===== config.mk =====
export PLATFORM = sky130hd
export DESIGN_NAME = dcache_line_fill_ctrl
export DESIGN_NICKNAME = d
export VERILOG_FILES = /design/src/rtl/dcache_line_fill_ctrl.sv
export SDC_FILE = /design/constraint.sdc
export NUM_CORES = 1
export LEC_CHECK = 0
export ABC_CLOCK_PERIOD_IN_PS = 6000
export CAP_MARGIN = 5
export CORE_AREA = 2 2 126 128
export DETAILED_ROUTE_END_ITERATION = 12
export DIE_AREA = 0 0 128 130
export GPL_TIMING_DRIVEN = 1
export PLACE_DENSITY = 0.72
export RECOVER_POWER = 50
export REMOVE_ABC_BUFFERS = 1
export SYNTH_ARGS = -nofsm -noshare
export SYNTH_HDL_FRONTEND = slang
export SYNTH_SLANG_ARGS = --single-unit

===== constraint.sdc =====
create_clock -name clk -period 6 [get_ports clk]
set_input_delay 1.8 -clock clk [delete_from_list [all_inputs] [get_ports clk]]
set_output_delay 1.8 -clock clk [all_outputs]
set_load 0.02 [all_outputs]

===== src/rtl/dcache_line_fill_ctrl.sv =====
// dcache_line_fill_ctrl: miss sequencer that writes back a dirty victim line, refills it and validates the tag
module dcache_line_fill_ctrl #(
  parameter int INDEX_BITS = 3,
  parameter int TAG_BITS   = 32 - INDEX_BITS - 4
) (
  input  logic                  clk,
  input  logic                  rst,
  input  logic                  i_req,
  input  logic                  i_hit,
  input  logic                  i_victim_dirty,
  input  logic [INDEX_BITS-1:0] i_index,
  input  logic [TAG_BITS-1:0]   i_req_tag,
  input  logic [TAG_BITS-1:0]   i_victim_tag,
  input  logic [127:0]          i_line_rdata,
  output logic                  o_stall,
  output logic [INDEX_BITS-1:0] o_col_index,
  output logic [3:0]            o_col_we,
  output logic [31:0]           o_fill_data,
  output logic                  o_tag_we,
  output logic                  o_mem_req,
  output logic                  o_mem_we,
  output logic [31:0]           o_mem_addr,
  output logic [31:0]           o_mem_wdata,
  input  logic                  i_mem_ack,
  input  logic [31:0]           i_mem_rdata
);
  typedef enum logic [1:0] {IDLE, WRITEBACK, FILL, DONE} state_t;
  state_t                state;
  logic [1:0]            cnt;
  logic [INDEX_BITS-1:0] idx_r;
  logic [TAG_BITS-1:0]   req_tag_r;
  logic [TAG_BITS-1:0]   vic_tag_r;
  logic                  miss;
  logic                  wb;
  logic                  fill;
  assign miss = i_req && !i_hit;
  assign wb   = state == WRITEBACK;
  assign fill = state == FILL;
  always_ff @(posedge clk or posedge rst) begin
    if (rst) begin
      state     <= IDLE;
      cnt       <= 2'd0;
      idx_r     <= '0;
      req_tag_r <= '0;
      vic_tag_r <= '0;
    end else begin
      case (state)
        IDLE: if (miss) begin
          idx_r     <= i_index;
          req_tag_r <= i_req_tag;
          vic_tag_r <= i_victim_tag;
          cnt       <= 2'd0;
          state     <= i_victim_dirty ? WRITEBACK : FILL;
        end
        WRITEBACK: if (i_mem_ack) begin
          cnt <= cnt + 2'd1;
          if (cnt == 2'd3) state <= FILL;
        end
        FILL: if (i_mem_ack) begin
          cnt <= cnt + 2'd1;
          if (cnt == 2'd3) state <= DONE;
        end
        default: state <= IDLE;
      endcase
    end
  end
  assign o_stall     = (state == IDLE) ? miss : 1'b1;
  assign o_col_index = (state == IDLE) ? i_index : idx_r;
  assign o_mem_req   = wb || fill;
  assign o_mem_we    = wb;
  assign o_mem_addr  = wb ? {vic_tag_r, idx_r, cnt, 2'b00} : fill ? {req_tag_r, idx_r, cnt, 2'b00} : 32'd0;
  assign o_mem_wdata = wb ? i_line_rdata[{cnt, 5'd0} +: 32] : 32'd0;
  assign o_col_we    = (fill && i_mem_ack) ? (4'b0001 << cnt) : 4'b0000;
  assign o_fill_data = (fill && i_mem_ack) ? i_mem_rdata : 32'd0;
  assign o_tag_we    = state == DONE;
endmodule


==> impl_metrics.env <==
export IMPL_status="finished, violations left"
export IMPL_violations="capacitance limit, slew limit"
export IMPL_tightest_slew_ps=1600
export IMPL_worstSetupStartpointType="input pin"
export IMPL_wl_met3_um=1280
export IMPL_synthesis_area_um2=4000
export IMPL_holdWs_ps=503
export IMPL_boundaryPins=326
export IMPL_yosysUniqueCellTypes=31
export IMPL_async_reset_ff_share_pct=100
export IMPL_gp_congestion=0.805
export IMPL_drtIter0Drc=192
export IMPL_cellPowerDensity_nw_per_um2=408
export IMPL_yosys_most_used_dff="dfrtp_1"
export IMPL_synth_commonest_cells="dfrtp_1, mux2_2, and3_1"
export IMPL_ys_top_cells_by_area="dfrtp_1, mux2_2, mux4_2"
export IMPL_yosys_area_top_type_share_pct=35.6
export IMPL_wl_um=16500
export IMPL_max_cap_violations=1
export IMPL_hp_start="req_tag_r[11]$_DFFE_PP0P_"
export IMPL_hold_viol=0
export IMPL_worstPathRequired_ps=4200
export IMPL_nNetsFinal=876
export IMPL_syn_avg_cell_area_um2=11.8
export IMPL_grt_start_max_net_pins=58
export IMPL_clk_pin_slew_ps=50
export IMPL_start_util_pct=25.9
export IMPL_via_per_inst=4.78
export IMPL_drive_gt1_share_pct=16.2
export IMPL_critPathCaptureType="output pin"
export IMPL_grt_usage_pct=18.3
export IMPL_setup_ws_ps=675
export IMPL_hold_buffers=0
export IMPL_hp_class="register to register"
export IMPL_grt_pass1_vias=4144
export IMPL_path_max_fanout=41
export IMPL_synth_largest_area_cell="dfrtp_1"
export IMPL_layout_cells_non_filler=846
export IMPL_wl_met2_um=7870
export IMPL_rsz0062_at_grt="no"
export IMPL_ys_seq_elements=57
export IMPL_finalPower_mw=3.11
export IMPL_setup_viol=0
export IMPL_cts_repair_resized=0
export IMPL_drc=0
export IMPL_die_area_um2=16600
export IMPL_peakVddDrop_mv=0.234
export IMPL_port_buffer_count=323
export IMPL_clock_latency_ps=320
export IMPL_pre_cts_slack_ps=704
export IMPL_syn_inst=340
export IMPL_fmax_mhz=188
export IMPL_reg2reg_slack_ps=2620
export IMPL_fin_setup_tns_ps=0
export IMPL_yosys_cell_count_top_type="dfrtp_1"
export IMPL_ant_nets=0
export IMPL_fp_dieH_um=130
export IMPL_h_tree_depth=3
export IMPL_worstReg2RegStart="state[1]$_DFFE_PP0P_"
export IMPL_cts_buffer_depth=2
export IMPL_criticalPathCategory="input pin to output pin"
export IMPL_utilization_pct=49.4
export IMPL_slew_headroom_pct=-6.77
export IMPL_ff2ff_path_depth=5
export IMPL_antenna_found_initial=1
export IMPL_highest_layer="met4"
export IMPL_drtPass1Iterations=5
export IMPL_rows=46
export IMPL_crit_arrival_ps=3530
export IMPL_yosysSeqAreaShare_pct=35.6
export IMPL_grt_pass1_wl_um=23500
export IMPL_numClockSinks=57
export IMPL_cts_buffers=9
export IMPL_leakagePower_nw=3.08
export IMPL_r2r_end="vic_tag_r[23]$_DFFE_PP0P_"
export IMPL_post_cts_buffers=0
export IMPL_die_w_um=128
export IMPL_fin_crit_sh_pct=88.8
export IMPL_hold_depth=1
export IMPL_dp_cells=829
export IMPL_core_area_um2=15400
export IMPL_finalInstanceArea_um2=7630
export IMPL_synth_edf_count=0
export IMPL_hpwl_um=12900
export IMPL_fin_skew_ps=6.81
export IMPL_detail_route_wl_per_cell_um=19.5
export IMPL_period_needed_ps=5330
export IMPL_drt_met1_wl_um=7180
export IMPL_grt_overflow=0
export IMPL_hold_end="req_tag_r[11]$_DFFE_PP0P_"
export IMPL_drv_slew=39
export IMPL_dpl_instance_area_um2=7320
export IMPL_area_growth_pct=90.6
export IMPL_yosys_warnings=0
export IMPL_vias=4043
export IMPL_cts_tree="built"
export IMPL_clock_root_buffer="clkbuf_16"
==> logic make-up (layout without fill, tap and decap cells) <==
kind of cell / after synthesis / in the layout / share of synthesized area (%)
compound gates: 37 / 37 / 6.41
fa+ha+maj: 9 / 9 / 2.81
buf+inv: 41 / 353 / 5.82
simple gates: 106 / 106 / 14.8
flops: 57 / 57 / 35.6
other cells: 1 / 3 / 0.0937
mux: 89 / 89 / 34.4
==> cell type report <==
class	instances	area [um2]
Inverter	8	30.0
Sequential cell	57	1430
Tap cell	192	240
Fill cell	1385	7800
Clock buffer	12	256
Clock inverter	4	51.3
Timing Repair Buffer	329	3270
Antenna cell	1	2.50
Multi-Input combinational cell	243	2340
==> metal layers <==
metal | up-vias | track usage (%)
li1 | 1857 | -
met1 | 1989 | 24.3
met2 | 183 | 29.3
met3 | 14 | 6.11
met4 | 0 | 3.49
met5 | - | 0
==> power breakdown <==
part / total, mW / internal, mW / switching [mW]
logic: 1.84 / 0.994 / 0.846
registers: 0.749 / 0.580 / 0.169
clock network: 0.520 / 0.344 / 0.176
total: 3.11 / 1.92 / 1.19
==> placed cells by master (no fill, tap or decap), types with 3 or more instances in the layout <==
cell type          n
a22o_1            15
and2_1            32
and3_1            36
buf_4              5
clkbuf_16          9
clkdlybuf4s50_1  318
dfrtp_1           56
dlygate4sd3_1      5
ha_1               9
inv_1              7
mux2_2            56
mux4_1             4
mux4_2            28
nand2_1           26
nand2b_1           3
nor2_1             3
nor2b_1            4
o21ai_0           11
o21ai_1            4
==> worst max path at each step <==
| stage | startpoint | endpoint | slack, ps |
|---|---|---|---|
| 2_1_floorplan | i_line_rdata[32] | o_mem_wdata[0] | 1710 |
| 3_3_place_gp | i_line_rdata[96] | o_mem_wdata[0] | 710 |
| 3_5_place_dp | i_line_rdata[96] | o_mem_wdata[0] | 700 |
| 4_1_cts | i_line_rdata[96] | o_mem_wdata[0] | 700 |
| 5_1_grt | i_mem_ack | o_fill_data[6] | 600 |
| 6_report | i_mem_ack | o_fill_data[6] | 670 |
==> critical path, stage by stage <==
cell             delay [ps]
dlygate4sd3_1           520
buf_4                   310
and3_1                  270
clkdlybuf4s50_1         620
==> state kept, by name, summed over array words and instances (netlist names) <==
name	flops
idx_r	3
cnt	2
req_tag_r	25
vic_tag_r	25
state	2
(Power assumes the default switching activity.)
